### config.mk
export PLATFORM = sky130hd
export DESIGN_NAME = inst_loader_flat
export DESIGN_NICKNAME = d
export VERILOG_FILES = /design/src/rtl/inst_loader_pkg.sv /design/src/rtl/inst_loader_if.sv /design/src/rtl/inst_loader_key_pulse.sv /design/src/rtl/inst_loader.sv /design/src/flat_wrapper.sv
export SDC_FILE = /design/constraint.sdc
export NUM_CORES = 1
export LEC_CHECK = 0
export CAP_MARGIN = 20
export CORE_ASPECT_RATIO = 0.8
export CORE_MARGIN = 5
export CORE_UTILIZATION = 52
export DETAILED_ROUTE_END_ITERATION = 8
export PLACE_DENSITY_LB_ADDON = 0.12
export SLEW_MARGIN = 20
export SYNTH_ARGS = -nofsm -noshare
export SYNTH_HDL_FRONTEND = slang
export SYNTH_SLANG_ARGS = --single-unit
### constraint.sdc
create_clock -name clock -period 3.15 [get_ports clock]
set_input_delay 0.63 -clock clock [delete_from_list [all_inputs] [get_ports clock]]
set_output_delay 0.63 -clock clock [all_outputs]
set_load 0.05 [all_outputs]
### src/rtl/inst_loader_pkg.sv
// rtl/inst_loader_pkg.sv - shared types and constants for the instruction loader
package inst_loader_pkg;

    // Number of byte lanes in one instruction word and derived widths.
    localparam int NUM_LANES  = 4;
    localparam int LANE_IDX_W = $clog2(NUM_LANES);
    localparam int WORD_W     = 8 * NUM_LANES;

    // Loader FSM state encoding.
    typedef enum logic [1:0] {
        IDLE    = 2'd0,
        COLLECT = 2'd1,
        WRITE   = 2'd2,
        FULL    = 2'd3
    } state_e;

endpackage

### src/rtl/inst_loader_if.sv
// rtl/inst_loader_if.sv - instruction memory write bus
interface inst_loader_if
    import inst_loader_pkg::*;
#(
    parameter int ADDR_W = 6
) ();

    logic              mem_we;
    logic [ADDR_W-1:0] mem_addr;
    logic [WORD_W-1:0] mem_din;

    // The loader drives the bus; the instruction memory consumes it.
    modport master (output mem_we, mem_addr, mem_din);
    modport slave  (input  mem_we, mem_addr, mem_din);

endinterface

### src/rtl/inst_loader_key_pulse.sv
// rtl/inst_loader_key_pulse.sv - push-button debouncer with single-clock press pulse
module key_pulse
    import inst_loader_pkg::*;
#(
    parameter int DEBOUNCE_N = 19
) (
    input  logic clock,
    input  logic reset,
    input  logic key,
    output logic pulse
);

    localparam logic [DEBOUNCE_N-1:0] TICK_ONE = {{(DEBOUNCE_N-1){1'b0}}, 1'b1};

    logic [DEBOUNCE_N-1:0] tick_cnt_q, tick_cnt_d;
    logic                  tick;
    logic [1:0]            sync_q;
    logic                  stable_q, stable_d;
    logic [1:0]            run_q, run_d;
    logic                  stable_prev_q;

    // The tick fires once every 2^DEBOUNCE_N clocks, on the counter's last value.
    assign tick       = (tick_cnt_q == {DEBOUNCE_N{1'b1}});
    assign tick_cnt_d = tick_cnt_q + TICK_ONE;

    // Two-flop synchroniser: the raw button is asynchronous to clock.
    always_ff @(posedge clock or posedge reset) begin
        if (reset) begin
            sync_q <= 2'b00;
        end else begin
            sync_q <= {sync_q[0], key};
        end
    end

    // Count consecutive ticks that disagree with the stable level; three flip it,
    // any agreeing sample starts the count over.
    always_comb begin
        stable_d = stable_q;
        run_d    = run_q;
        if (tick) begin
            if (sync_q[1] != stable_q) begin
                if (run_q == 2'd2) begin
                    stable_d = sync_q[1];
                    run_d    = 2'd0;
                end else begin
                    run_d = run_q + 2'd1;
                end
            end else begin
                run_d = 2'd0;
            end
        end
    end

    // Tick counter, debounce state and previous stable level for edge detection.
    always_ff @(posedge clock or posedge reset) begin
        if (reset) begin
            tick_cnt_q    <= '0;
            stable_q      <= 1'b0;
            run_q         <= 2'd0;
            stable_prev_q <= 1'b0;
        end else begin
            tick_cnt_q    <= tick_cnt_d;
            stable_q      <= stable_d;
            run_q         <= run_d;
            stable_prev_q <= stable_q;
        end
    end

    // One clock high on the debounced rising edge only; a held key stays silent.
    assign pulse = stable_q & ~stable_prev_q;

endmodule

### src/rtl/inst_loader.sv
// rtl/inst_loader.sv - byte-at-a-time instruction memory loader driven by a push-button
module inst_loader
    import inst_loader_pkg::*;
#(
    parameter int DEBOUNCE_N = 19,
    parameter int ADDR_W     = 6
) (
    input  logic                  clock,
    input  logic                  reset,
    input  logic                  load_en,
    input  logic                  key,
    input  logic [7:0]            sw,
    inst_loader_if.master         mem,
    output logic [LANE_IDX_W-1:0] byte_idx,
    output logic                  full,
    output logic [7:0]            LED
);

    localparam logic [LANE_IDX_W-1:0] LAST_LANE = LANE_IDX_W'(NUM_LANES - 1);
    localparam logic [ADDR_W-1:0]     LAST_ADDR = {ADDR_W{1'b1}};

    state_e                  state_q, state_d;
    logic [LANE_IDX_W-1:0]   byte_idx_q, byte_idx_d;
    logic [ADDR_W-1:0]       addr_q, addr_d;
    logic [WORD_W-1:0]       word_q, word_d;
    logic [7:0]              led_q, led_d;
    logic                    pulse;

    key_pulse #(
        .DEBOUNCE_N(DEBOUNCE_N)
    ) u_key_pulse (
        .clock(clock),
        .reset(reset),
        .key  (key),
        .pulse(pulse)
    );

    // Next-state logic: dropping load_en overrides everything and clears the
    // partial word; a WRITE in this cycle has already strobed mem_we.
    always_comb begin
        state_d    = state_q;
        byte_idx_d = byte_idx_q;
        addr_d     = addr_q;
        word_d     = word_q;
        led_d      = led_q;
        if (!load_en) begin
            state_d    = IDLE;
            byte_idx_d = '0;
            addr_d     = '0;
            word_d     = '0;
        end else begin
            unique case (state_q)
                IDLE: begin
                    state_d    = COLLECT;
                    byte_idx_d = '0;
                end
                COLLECT: begin
                    if (pulse) begin
                        word_d[{byte_idx_q, 3'b000} +: 8] = sw;
                        led_d                             = sw;
                        byte_idx_d                        = byte_idx_q + LANE_IDX_W'(1);
                        if (byte_idx_q == LAST_LANE) begin
                            state_d = WRITE;
                        end
                    end
                end
                WRITE: begin
                    // Pulses landing here are dropped, never queued.
                    byte_idx_d = '0;
                    if (addr_q == LAST_ADDR) begin
                        state_d = FULL;
                    end else begin
                        addr_d  = addr_q + ADDR_W'(1);
                        state_d = COLLECT;
                    end
                end
                FULL: begin
                    state_d = FULL;
                end
                default: begin
                    state_d = IDLE;
                end
            endcase
        end
    end

    // State and datapath registers; reset aborts any word or write in flight.
    always_ff @(posedge clock or posedge reset) begin
        if (reset) begin
            state_q    <= IDLE;
            byte_idx_q <= '0;
            addr_q     <= '0;
            word_q     <= '0;
            led_q      <= '0;
        end else begin
            state_q    <= state_d;
            byte_idx_q <= byte_idx_d;
            addr_q     <= addr_d;
            word_q     <= word_d;
            led_q      <= led_d;
        end
    end

    // Outputs decode straight from registers so reset clears them immediately.
    assign mem.mem_we   = (state_q == WRITE);
    assign mem.mem_addr = addr_q;
    assign mem.mem_din  = word_q;
    assign full         = (state_q == FULL);
    assign byte_idx     = byte_idx_q;
    assign LED          = led_q;

endmodule

### src/flat_wrapper.sv
// flat-port wrapper written by rule: the top's interface ports become plain ports
module inst_loader_flat import inst_loader_pkg::*;
#(
    parameter int DEBOUNCE_N = 19,
    parameter int ADDR_W     = 6
)
  (clock, reset, load_en, key, sw, byte_idx, full, LED, mem_mem_we, mem_mem_addr, mem_mem_din);
  inst_loader_if #(.ADDR_W(ADDR_W)) mem_i ();
  input  logic clock;
  input  logic reset;
  input  logic load_en;
  input  logic key;
  input  logic [7:0] sw;
  output logic [LANE_IDX_W-1:0] byte_idx;
  output logic full;
  output logic [7:0] LED;
  output wire logic [$bits(mem_i.mem_we)-1:0] mem_mem_we;
  output wire logic [$bits(mem_i.mem_addr)-1:0] mem_mem_addr;
  output wire logic [$bits(mem_i.mem_din)-1:0] mem_mem_din;
  assign mem_mem_we = mem_i.mem_we;
  assign mem_mem_addr = mem_i.mem_addr;
  assign mem_mem_din = mem_i.mem_din;
  inst_loader #(.DEBOUNCE_N(DEBOUNCE_N), .ADDR_W(ADDR_W)) u_core (.clock(clock), .reset(reset), .load_en(load_en), .key(key), .sw(sw), .mem(mem_i), .byte_idx(byte_idx), .full(full), .LED(LED));
endmodule
Word level (Yosys, flattened, before mapping):

Index checks and enable logic that the tools add are counted.

* output and inout port bits: 50
* input port bits: 12
* logic and storage cells: 59
* register bits: 75

* shift-type cells: 2
* multiplexer cells: 17
* reductions and logical operators: 8
* bitwise logic cells: 2
* equality and inequality tests: 15
* add/sub/neg operators: 5

Operators by type and width (count)
* 32-bit 2-to-1 mux: 3
* 32-bit bitwise mux: 1
* 8-bit by 7-bit variable shift with 32-bit output (first input constant): 1
* 8-bit by 7-bit variable part select with 32-bit output: 1
* 19-bit by 1-bit adder with 19-bit output (second input constant): 1
* 19-bit equality test (second input constant): 1
* 6-bit 2-to-1 mux: 3
* 2-bit 2-to-1 mux: 8
* 3-bit by 2-bit != test with 1-bit output (second input constant): 3
* 2-bit equality test (second input constant): 4
* 2-bit case mux with 4 select lines: 1
* 2-bit AND reduction: 4
* 5-bit negation with 7-bit output: 1
* 6-bit by 1-bit adder with 6-bit output (second input constant): 1
* 6-bit equality test (second input constant): 1
* 2-bit by 1-bit != test with 1-bit output (second input constant): 3
* 3-bit AND reduction: 2
* 2-bit by 1-bit adder with 2-bit output (second input constant): 2
* 2-bit case mux with 2 select lines: 1
* 2-bit by 1-bit equality test with 1-bit output (second input constant): 1
* 2-bit logical NOT: 1
* 2-bit != test (second input constant): 1
* 2-bit OR reduction: 1
* 1-bit AND: 1
* other kinds (2): 2

Logic depth before layout (Yosys ltp):

Gate-level depths: netlist of the first run.

* word-level depth: 6
* depth in mapped cells: 7
* mapped depth without buffers: 6

Modules after synthesis:

A second synthesis of the first run with hierarchy kept.

* cells, all modules: 311
* area total of the unflattened synthesis: 3437.0 sq um

Modules (own cells, without submodules)
* inst_loader: area an instance 2367.3 sq um, cells an instance 223, times used 1
* key_pulse: area an instance 1069.8 sq um, cells an instance 88, times used 1

Worst setup path before layout of the first run:

OpenSTA, ideal clock, no wires.

* path type: register -> register
* start point: register u_core.byte_idx_q[0], in the netlist u_core.byte_idx[0]
* end point: register u_core.word_q[17], in the netlist u_core.mem.mem_din[17]
* stages on the path, launching flop included: 8
* data required time: 3.029 ns
* data arrival time: 1.972 ns
* buffers on the path: 1
* setup slack: 1.057 ns
* setup time: 0.121 ns
* period minus slack after synthesis: 2.093 ns
* cell sequence: dfrtp_1 > inv_1 > ha_1 > nor2b_1 > and3_1 > and2_4 > buf_6 > a22o_1

* longest elaborated chain between the ends: 6
* elaborated cells on any way between the ends: 7
* classes of those cells: add/sub (1); shift (2); mux (4)

RTL lines
* from (decl): RTL line inst_loader.sv:23 `logic [LANE_IDX_W-1:0] byte_idx_q, byte_idx_d;`
* from (signal assigned): RTL line inst_loader.sv:97 `byte_idx_q <= byte_idx_d;`
* 5-bit negation with 7-bit output (*): RTL line inst_loader.sv:59 `word_d[{byte_idx_q, 3'b000} +: 8] = sw;`
* 8-bit by 7-bit variable part select with 32-bit output or 8-bit by 7-bit variable shift with 32-bit output (tied branches): RTL line inst_loader.sv:59
* 32-bit bitwise mux (*): RTL line inst_loader.sv:59
* 32-bit 2-to-1 mux (*): RTL line inst_loader.sv:58 `if (pulse) begin`
* 32-bit 2-to-1 mux (*): RTL line inst_loader.sv:52 `unique case (state_q)`
* 32-bit 2-to-1 mux (*): RTL line inst_loader.sv:46 `if (!load_en) begin`
* to (signal assigned): RTL line inst_loader.sv:99 `word_q <= word_d;`
* to (decl): RTL line inst_loader.sv:25 `logic [WORD_W-1:0] word_q, word_d;`

Every way passes the cells marked *; elsewhere a longest branch is shown, timed or not. The select of a mux whose other input is x is not followed.
A chain may end at the register's enable or synchronous reset.

Worst setup path after layout of the first run:

* start point: register u_core.state_q[0]
* end point: output mem_mem_we

* longest elaborated chain between the ends: 1

RTL lines
* from (decl): RTL line inst_loader.sv:22 `state_e state_q, state_d;`
* from (signal assigned): RTL line inst_loader.sv:96 `state_q <= state_d;`
* 2-bit equality test: RTL line inst_loader.sv:105 `assign mem.mem_we = (state_q == WRITE);`
* to (decl): RTL line flat_wrapper.sv:17 `output wire logic [$bits(mem_i.mem_we)-1:0] mem_mem_we;`

Every way passes these cells.

==> summary.txt, run 1 <==
Outcome = complete, no violations
Reg2reg start = u_core.byte_idx[0]
Largest net degree at the start of global routing = 48
RSZ-0062 raised after global routing = false
Number of fillers in the final layout = 457
Vias in the first global route = 2206
Setup Skew = 8.236 ps
Yosys warns = 0
Gpl congestion = 0.7790
CP Capture Type = output pin
Core Area = 6006 um^2
Startpoint Class = register
Antenna diode count = 0
Seq/Total Area, Yosys = 57.76%
Reg clk slew, reported paths = 70 ps
Via-to-Cell Ratio = 5.201
Slew headroom = 52.37%
CTS Hold Bufs = 0
CTS buffer count = 9
R2r worst-path depth = 5
Iteration-0 DRC count of the detailed router = 72
Hold endpoint = u_core.u_key_pulse.sync_q[1]
Initial core utilization = 54.10%
Tcrit/Tclk final = 76.15%
Top Layer Used = met4
Nets = 375
FF-to-FF End = u_core.mem.mem_din[15]
P_leak = 1.879 nW
Max clock buf depth = 2
DP HPWL = 4913 um
Worst-Skew Late Latency = 340 ps
Number of flops mapped to enable cells by yosys = 0
FF-to-FF setup slack = 1130 ps
Total GRT Usage = 18.10%
Cell variety after synth = 42
Routed length on met2 = 3324 um
Worst-margin pin slew = 714.4 ps
Max-Cap Viols = 0
Worst Setup Path Type = reg -> out
Slew Limit Fails = 0
DRT Pass-1 Iters = 4
DRC errors left = 0
Antenna violations before repair = 0
PostCTS Resize Cnt = 0
Routed vias = 2299
H-tree levels = 3
Cell area power density = 471.8 nW/um^2
Congestion Overflow GR = 0
Routed met3 length = 372 um
Hold wc startpoint = u_core.u_key_pulse.sync_q[0]
Total setup buffers inserted after CTS = 0
WL met1 = 3001 um
Mapped Area = 3249 um^2
Routed len/inst = 15.26 um
Async set-reset flop share out of synthesis = 100.0%
CP Launch Point = u_core.state_q[0]
First-pass GRT wire length = 11140 um
Final wirelength = 6745 um
Final setup violation count = 0
Clock root buffer = clkbuf_8
Total clock sinks = 75
Worst path required time = 2520 ps
Crit path time final = 2399 ps
CTS tree = yes
Tot Pwr = 1.965 mW
Share of cells above drive strength 1 = 11.91%
Rows = 25
Post-Syn Nets = 309
Hold path cells = 0
Die height = 80.71 um
Die ar. = 7940 um^2
Final hold vios = 0
Number of routed nets with antenna violations = 0
Syn Area/Cell = 11.20 um^2
Max VDD drop = 331.8 uV
#FFs+latches synth = 75
Top FF cell, synth = dfrtp_1
I/O pin total = 62
Setup tns final = 0 ps
Max Freq = 416.9 MHz
CP arrival = 1770 ps
Die W = 98.38 um
Area growth, synth to finish = 28.19%
Worst min path class = reg -> reg
Crit-path max FO = 4
Cell count after synthesis = 290
IO buf count = 61
through the flow:
step                instances  hold slack, ps  area (um^2)  worst slack (ps)  util [%]
floorplan                 290           331.2         3249             610.0         -
detailed placement        426           335.5         3938             618.7     65.56
global placement          426           333.5         3938             774.2     65.56
global route              442           369.7         4165             686.8     69.35
finish                    442           350.9         4165             751.3     69.35
CTS                       442           352.5         4165             719.2     69.35
critical path: stages, from the launching register on:
cell and delay, ps:
dfrtp_1 410, and2b_1 220, clkdlybuf4s50_1 810
layout make-up:
type                       instances  area [um^2]  area share, %
clock buffer                      12        155.1          3.725
tap                               81        101.3          2.433
multi-input combinational        192         1265          30.37
clock inverter                     4        72.57          1.742
sequential                        75         1877          45.06
inverter                          15        56.30          1.352
timing repair buffer              63        638.1          15.32
where the power goes:
group          internal [mW]  switching, mW
sequential             0.976         0.0108
clock                  0.489          0.338
combinational         0.0462          0.106
registers in the layout (all words and copies together), names as in the netlist:
register	cells
u_core.u_key_pulse.stable_q	1
u_core.u_key_pulse.run_q	2
u_core.mem.mem_addr	6
u_core.byte_idx	2
u_core.u_key_pulse.tick_cnt_q	19
u_core.state_q	2
u_core.mem.mem_din	32
u_core.u_key_pulse.sync_q	2
u_core.LED	8
u_core.u_key_pulse.stable_prev_q	1
routing by layer:
metal	vias to the layer above	GRT usage, %
li1	1126	-
met4	0	5.184
met5	-	0
met1	1124	23.15
met3	5	6.076
met2	44	29.69
layout by cell type, fill, tap and decap left out, types with 8 or more instances in the layout:
| master | instances |
|---|---|
| xnor2_1 | 17 |
| mux2_2 | 8 |
| clkdlybuf4s50_1 | 61 |
| inv_1 | 13 |
| nand2_1 | 53 |
| o31ai_1 | 9 |
| o21ai_0 | 24 |
| nand3_1 | 10 |
| clkbuf_8 | 11 |
| dfrtp_1 | 75 |
cells in the mapped netlist (all sizes together), types with 2 or more instances:
| cell type | number | share of area (%) |
|---|---|---|
| dfrtp | 75 | 58 |
| nand2 | 53 | 6.1 |
| o21ai | 24 | 3.7 |
| xnor2 | 17 | 4.6 |
| inv | 15 | 1.7 |
| mux2 | 11 | 4.2 |
| nand3 | 11 | 1.8 |
| a21oi | 9 | 1.8 |
| o31ai | 9 | 2.1 |
| nand4 | 8 | 1.7 |
| a22o | 7 | 1.9 |
| buf | 7 | 1.5 |
| ha | 7 | 2.7 |
| and3 | 6 | 1.2 |
| nor2 | 4 | 0.46 |
| nor3 | 4 | 0.96 |
| and2 | 3 | 0.65 |
| nor2b | 3 | 0.65 |
| or3 | 3 | 0.58 |
| and4 | 2 | 0.58 |
| nor3b | 2 | 0.81 |
| xor2 | 2 | 0.54 |
cell families (layout without fill, tap and decap cells):
logic type / count (synthesis) / count (layout) / share of synthesized area, %
AO/OA/AOI/OAI: 50 / 50 / 9.703
XOR/XNOR: 19 / 19 / 5.121
adder cells (fa/ha/maj): 7 / 7 / 2.695
buffers and inverters: 23 / 94 / 3.311
flip-flops: 75 / 75 / 57.76
multiplexers: 11 / 11 / 4.159
AND/OR/NAND/NOR: 105 / 105 / 17.25
worst max-delay path by stage:
stage / slack, ps / to / cells past startpoint
floorplan: 610 / u_core.LED[0] / 1
global route: 690 / mem_mem_we / 2
CTS: 720 / mem_mem_we / 2
detailed placement: 620 / u_core.mem.mem_addr[5] / 5
global placement: 770 / u_core.mem.mem_addr[5] / 5
finish: 750 / mem_mem_we / 2
No activity file was read; power rests on OpenSTA's default activity.
==> inputs of run 2 (changes only) <==
Clock period 3.15 ns to 2.3 ns, I/O delays scaled along.
==> summary.txt, run 2 (synthesized netlist as in run 1, its figures left out) <==
Slew headroom = 64.69%
Area taken by multi-input logic gates = 1265 um^2
Die height = 80.71 um
Setup tns final = 0 ps
Number of routed nets with antenna violations = 0
Via-to-Cell Ratio = 5.282
Max clock buf depth = 2
Max VDD drop = 405.1 uV
Outcome = complete, no violations
Total clock sinks = 75
Die W = 98.38 um
Congestion Overflow GR = 0
Crit path time final = 2198 ps
Worst-Skew Late Latency = 340 ps
Final hold vios = 0
Slowest cell on crit path = clkdlybuf4s50_1
RSZ-0062 raised after global routing = false
Worst path required time = 1840 ps
CTS tree = yes
Max Freq = 455.0 MHz
Antenna diode count = 0
Max reg flops = 32
Commonest non-fill, non-tap cell in the layout = dfrtp_1
DP HPWL = 5212 um
Routed len/inst = 15.82 um
I/O pin total = 62
Initial core utilization = 54.10%
Share of cells above drive strength 1 = 13.55%
Iteration-0 DRC count of the detailed router = 100
H-tree levels = 3
Util after Layout = 70.23%
Number of fillers in the final layout = 462
Reg2reg start = u_core.byte_idx[0]
Die ar. = 7940 um^2
CTS buffer count = 9
CP Launch Point = u_core.state_q[1]
FF+latch area = 1877 um^2
Worst Setup Path Type = reg -> out
Reg clk slew, reported paths = 70 ps
Max incr delay on CP = 790 ps
Slew Limit Fails = 0
Critical-path cell list = and2_1 -> clkdlybuf4s50_1
Final wirelength = 7118 um
Gpl congestion = 0.7980
Final setup violation count = 0
Nets = 384
Cell area power density = 611.1 nW/um^2
IO buf count = 61
Area growth, synth to finish = 29.80%
Worst min path class = reg -> reg
Hold wc startpoint = u_core.u_key_pulse.sync_q[0]
Rows = 25
Commonest cells after routing, fill and taps aside = dfrtp_1, clkdlybuf4s50_1, nand2_1, o21ai_0, xnor2_1
First-pass GRT wire length = 11850 um
Clock root buffer = clkbuf_8
Setup Skew = 6.069 ps
Antenna violations before repair = 0
DRT Pass-1 Iters = 6
Startpoint Class = register
Worst-margin pin slew = 528.1 ps
P_leak = 1.929 nW
Total setup buffers inserted after CTS = 0
Core Area = 6006 um^2
CP Capture Type = output pin
CP arrival = 1740 ps
Vias in the first global route = 2437
Max-Cap Viols = 0
Crit-path max FO = 5
Total GRT Usage = 19.38%
Tcrit/Tclk final = 95.57%
Largest net degree at the start of global routing = 31
Routed vias = 2377
DRC errors left = 0
## run 2: power breakdown
group	total [mW]	switching (mW)	internal (mW)	leakage (nW)
sequential	1.35	0.0158	1.34	1.02
combinational	0.222	0.148	0.0733	0.812
clock	1.00	0.449	0.554	0.0995
total	2.58	0.613	1.96	1.93
## run 2: final timing paths
| check | slack (ps) | to | cells past startpoint |
|---|---|---|---|
| worst min register to register | 350 | u_core.u_key_pulse.sync_q[1] | 0 |
| worst min-delay path | 350 | u_core.u_key_pulse.sync_q[1] | 0 |
| worst max register to register | 340 | u_core.mem.mem_din[11] | 5 |
| min in group asynchronous | 470 | u_core.LED[7] | 2 |
| max in group asynchronous | 1360 | u_core.byte_idx[0] | 3 |
| worst max-delay path | 100 | full | 2 |
## run 2: timing repair
item,CTS,global route
setup endpoints to repair,0,1
hold buffers,0,0
resized for setup,0,1
## run 2: metrics by stage
step	total power, mW	cells	area (um^2)	worst slack (ps)	hold WS (ps)
6_report	2.577	450	4218	102.0	350.7
5_1_grt	2.681	450	4218	44.14	364.7
4_1_cts	2.608	450	4215	31.06	354.5
3_5_place_dp	1.602	435	4021	246.8	335.6
3_3_place_gp	1.600	435	4021	287.5	333.5
2_1_floorplan	1.499	290	3253	207.3	331.2
## run 2: layer usage
layer / global-route usage, % / part of all wire (%) / vias to the layer above
met1: 24.89 / 46 / 1166
met3: 6.597 / 5.3 / 10
li1: - / - / 1151
met2: 30.97 / 47 / 50
met4: 6.821 / 1.5 / 0
met5: 0 / 0 / -
## run 2: layout make-up
class | instances | area share, %
clock buffers | 13 | 3.767
repair buffers | 72 | 17.09
inverters | 15 | 1.424
clock inverters | 2 | 0.8306
flip-flops and latches | 75 | 44.50
well taps | 81 | 2.403
multi-input cells | 192 | 29.99
## run 2: critical path: cells and delay by family (launching register included)
family                 cells  cell delay, ps
DFF                        1             450
buffers and inverters      1             790
and+or+nand+nor            1             160
==> RTL change 1: new RTL, settings of run 1 <==
Make the reset (`reset`) synchronous in 3 clocked blocks. Comments in the files are not updated.
--- a/src/rtl/inst_loader_key_pulse.sv
+++ b/src/rtl/inst_loader_key_pulse.sv
@@ -26,3 +26,3 @@
     // Two-flop synchroniser: the raw button is asynchronous to clock.
-    always_ff @(posedge clock or posedge reset) begin
+    always_ff @(posedge clock) begin
         if (reset) begin
@@ -54,3 +54,3 @@
     // Tick counter, debounce state and previous stable level for edge detection.
-    always_ff @(posedge clock or posedge reset) begin
+    always_ff @(posedge clock) begin
         if (reset) begin
--- a/src/rtl/inst_loader.sv
+++ b/src/rtl/inst_loader.sv
@@ -87,3 +87,3 @@
     // State and datapath registers; reset aborts any word or write in flight.
-    always_ff @(posedge clock or posedge reset) begin
+    always_ff @(posedge clock) begin
         if (reset) begin
Formal check against the unedited RTL: no difference found for any inputs over 10 cycles, from zero or initial values and one cycle with reset high; that may be too few to reach the edited logic, so the function may still have changed.
==> RTL change 1 against run 1 <==
  * Sequential cell count did not move
  * Worst setup slack worse by 0.22 ns
  * Critical path type unchanged
  * Non-clock buffer count grew 2
  * Maximum frequency fell by 8.4%
  * Wire length up 8.1%
  * Cell area is 6.0% lower
  * Critical endpoint unchanged
  * Die area down 6.0%
  * Area after synthesis is 6.7% lower
  * Synthesized cell count grew 19%
  * Clock skew is 0.0020 ns lower
  * Register-to-register slack worse by 0.22 ns
Power is not compared: it rests on default switching activity, and its combinational part moved more than twofold at a synthesized area within 25%.
==> RTL change 1: results (changes against run 1) <==
Dpl hpwl: 5.12 mm (+4.1%)
Avg Inst Size Synth: 8.78 µm² (-22%)
Setup slack, reg-to-reg: 0.91 ns (-0.22 ns)
Synth top area share: 49.5% (-8.2 points)
Hold Slack: 0.449 ns (+0.0980 ns)
Yosys cell types: 37 (-12%)
Post-synthesis compound-gate area fraction: 12.8% (+3.1 points)
Crit path from: u_core.state_q[1]
Routed WL per cell: 15.0 µm (-1.9%)
Most frequent cells after synthesis: dfxtp_1, nand2_1, a21oi_1
Status: finished clean
Final Wtd Congestion: 0.829 (+6.4%)
Crit-path max FO: 7 (+3)
Max Fclk: 0.382 GHz (-8.4%)
Vias in the first global route: 2535 (+15%)
First-pass GRT wire length: 12.3 mm (+10%)
Largest net degree at the start of global routing: 35 (-27%)
Hold Path Depth: 1 (+1)
Mapped Nets: 365 (+18%)
Met2 Use GR: 32.0% (+2.3 points)
Met3 routed WL: 583 µm (+57%)
Filler cell count in the final layout: 455 (-0.44%)
Mux contribution to synthesized area: 0.330% (-3.8 points)
GR Layer Usage met3: 8.22% (+2.1 points)
Via Count: 2677 (+16%)
DR iter-0 viols: 146 (+100%)
End of the worst register-to-register path: u_core.mem.mem_din[18]
Worst hold start: u_core.u_key_pulse.sync_q[0]
[RTL change 1: cell count changes after synthesis, sizes merged, moves of 12 or more]
cell,delta
dfrtp,-75
dfxtp,+75
a21oi,+36
nand3,+28
nor2,+15
o21ai,-15
clkbuf,+12
xnor2,-12
[RTL change 1: area by class of cell]
type | count | area [µm²] | share of cell area (%)
multi-input cells | 249 | 1460 | 37.2
clock inverters | 4 | 50.0 | 1.28
flip-flops and latches | 75 | 1500 | 38.4
inverters | 5 | 18.8 | 0.479
clock buffers | 11 | 151 | 3.87
well taps | 78 | 97.6 | 2.49
repair buffers | 65 | 641 | 16.4
[RTL change 1: logic make-up (layout without fill, tap and decap cells)]
logic type,after synthesis,count (layout)
xor gates and xnor gates,16,16
muxes,1,1
adders and majority gates,8,8
AOI/OAI and AO/OA,68,68
and+or+nand+nor,156,156
buffers and inverters,21,85
DFF,75,75
==> RTL change 2: new RTL, flow settings as in run 1 <==
Without the edit above. `ADDR_W` is set to 6 in 3 places; all go to 8.
--- a/src/rtl/inst_loader_if.sv
+++ b/src/rtl/inst_loader_if.sv
@@ -4,3 +4,3 @@
 #(
-    parameter int ADDR_W = 6
+    parameter int ADDR_W = 8
 ) ();
--- a/src/rtl/inst_loader.sv
+++ b/src/rtl/inst_loader.sv
@@ -5,3 +5,3 @@
     parameter int DEBOUNCE_N = 19,
-    parameter int ADDR_W     = 6
+    parameter int ADDR_W     = 8
 ) (
--- a/src/flat_wrapper.sv
+++ b/src/flat_wrapper.sv
@@ -4,3 +4,3 @@
     parameter int DEBOUNCE_N = 19,
-    parameter int ADDR_W     = 6
+    parameter int ADDR_W     = 8
 )
Interface: changed (resized mem_mem_addr); port bits go from 62 to 64. No check against the original RTL was run, so the function may have changed too.
==> RTL change 2 against run 1 <==
  * Wire length rose by 0.31%
  * Clock skew increased by 0.0025 ns
  * Global-route usage rose by 0.32 points
  * Sequential cell count is 2 higher
  * Synthesized cell count down 3.4%
  * Cell area is 2.0% higher
  * Area after synthesis up 3.0%
  * Worst setup slack lost 0.073 ns
  * Maximum frequency down 3.0%
  * Critical endpoint unchanged
Power is not compared: it rests on default switching activity, and its combinational part moved more than twofold at a synthesized area within 25%.
==> RTL change 2: results (changes against run 1) <==
Crit-path max FO: 6 (+2)
Placed instance area: 4050 µm² (+2.9%)
End of the worst register-to-register path: u_core.mem.mem_din[27]
Worst slew pin tran: 0.693 ns (-0.0212 ns)
Vias in the first global route: 2246 (+1.8%)
Global Route Usage Sum: 18.4% (+0.32 points)
Proportion of layout cells with a drive suffix above 1: 11.1% (-0.77 points)
Most frequent cells after synthesis: dfrtp_1, nand2_1, a22o_1, xnor2_1, inv_1
Mapped Nets: 299 (-3.2%)
Crit path from: u_core.state_q[1]
WP data arrival: 1.84 ns (+0.07 ns)
DR iter-0 viols: 77 (+6.9%)
First-pass iteration count of the detailed router: 4 (unchanged)
Number of port buffers: 63 (+3.3%)
Post-Route WL: 6.77 mm (+0.31%)
Root buf cell: clkbuf_8
Largest net degree at the start of global routing: 51 (+6.3%)
Filler cell count in the final layout: 493 (+7.9%)
Setup slack, reg-to-reg: 1.22 ns (+0.09 ns)
Synth area leaders: dfrtp_1, a22o_1, xnor2_1
Final Wtd Congestion: 0.761 (-2.3%)
Clk_skew: 0.0108 ns (+0.00253 ns)
Clock Path Buffers: 2 (unchanged)
R2R cell count: 4 (-1)
Yosys cell types: 44 (+4.8%)
Post-synthesis sequential area ratio: 57.6% (-0.19 points)
Status: finished clean
First-pass GRT wire length: 11.4 mm (+2.7%)
Dpl hpwl: 4.94 mm (+0.53%)
Nets: 366 (-2.4%)
-- RTL change 2: cell types whose count changed in the layout (fill, tap and decap cells not counted), sizes merged, moves of 4 or more --
cell          run 1  this run
a21oi             9         2
a22o              7        16
nand2            53        33
nor2              4         8
o21ai            24        11
xor2              2         6
-- RTL change 2: layout make-up --
class                           instances  share of cell area (%)
Clock buffer                           11                    3.56
Multi-Input combinational cell        179                    30.7
Clock inverter                          3                    1.09
Tap cell                               84                    2.47
Timing Repair Buffer                   65                    15.5
Inverter                               15                    1.33
Sequential cell                        77                    45.3
-- RTL change 2: kinds of logic after synthesis --
family,Yosys count,share of synthesized area [%]
AO/OA/AOI/OAI,48,10.7
XOR/XNOR,22,5.76
adder cells (fa/ha/maj),7,2.62
buffers and inverters,24,3.44
flip-flops,77,57.6
multiplexers,11,3.70
AND/OR/NAND/NOR,91,16.3
-- RTL change 2: report_power, final --
part / internal, µW / total (µW) / switching [µW] / leakage, µW
Clock: 402 / 744 / 342 / 0.0000975
Combinational: 19.6 / 62.8 / 43.2 / 0.000814
Sequential: 990 / 992 / 1.97 / 0.00105
-- RTL change 2: worst min-delay path by stage --
stage,cells after the start,endpoint,start,slack (ns)
finish,0,u_core.u_key_pulse.sync_q[1],u_core.u_key_pulse.sync_q[0],0.36
global route,0,u_core.u_key_pulse.sync_q[1],u_core.u_key_pulse.sync_q[0],0.39
CTS,0,u_core.u_key_pulse.sync_q[1],u_core.u_key_pulse.sync_q[0],0.36
detailed placement,0,u_core.u_key_pulse.sync_q[1],u_core.u_key_pulse.sync_q[0],0.35
global placement,0,u_core.u_key_pulse.sync_q[1],u_core.u_key_pulse.sync_q[0],0.33
floorplan,0,u_core.u_key_pulse.sync_q[1],u_core.u_key_pulse.sync_q[0],0.33
-- RTL change 2: per-layer routing --
layer / routed length (µm) / vias up / track usage, %
met3: 368 / 8 / 6.37
li1: - / 1119 / -
met5: 0 / - / 0
met4: 72 / 0 / 4.50
met1: 3340 / 1107 / 26.0
met2: 2980 / 50 / 27.5
-- RTL change 2: stage by stage --
stage | setup WS [ns] | hold slack (ns) | cells | power, µW
finish | 0.678 | 0.363 | 434 | 1800
detailed placement | 0.766 | 0.351 | 420 | 1080
floorplan | 0.553 | 0.331 | 280 | 1040
global placement | 0.823 | 0.333 | 420 | 1080
global route | 0.582 | 0.388 | 434 | 1870
CTS | 0.650 | 0.365 | 434 | 1820
-- RTL change 2: critical path, stage by stage (launching register included) --
cell and delay (ns):
dfrtp_1 0.43, nor2b_2 0.24, clkdlybuf4s50_1 0.83
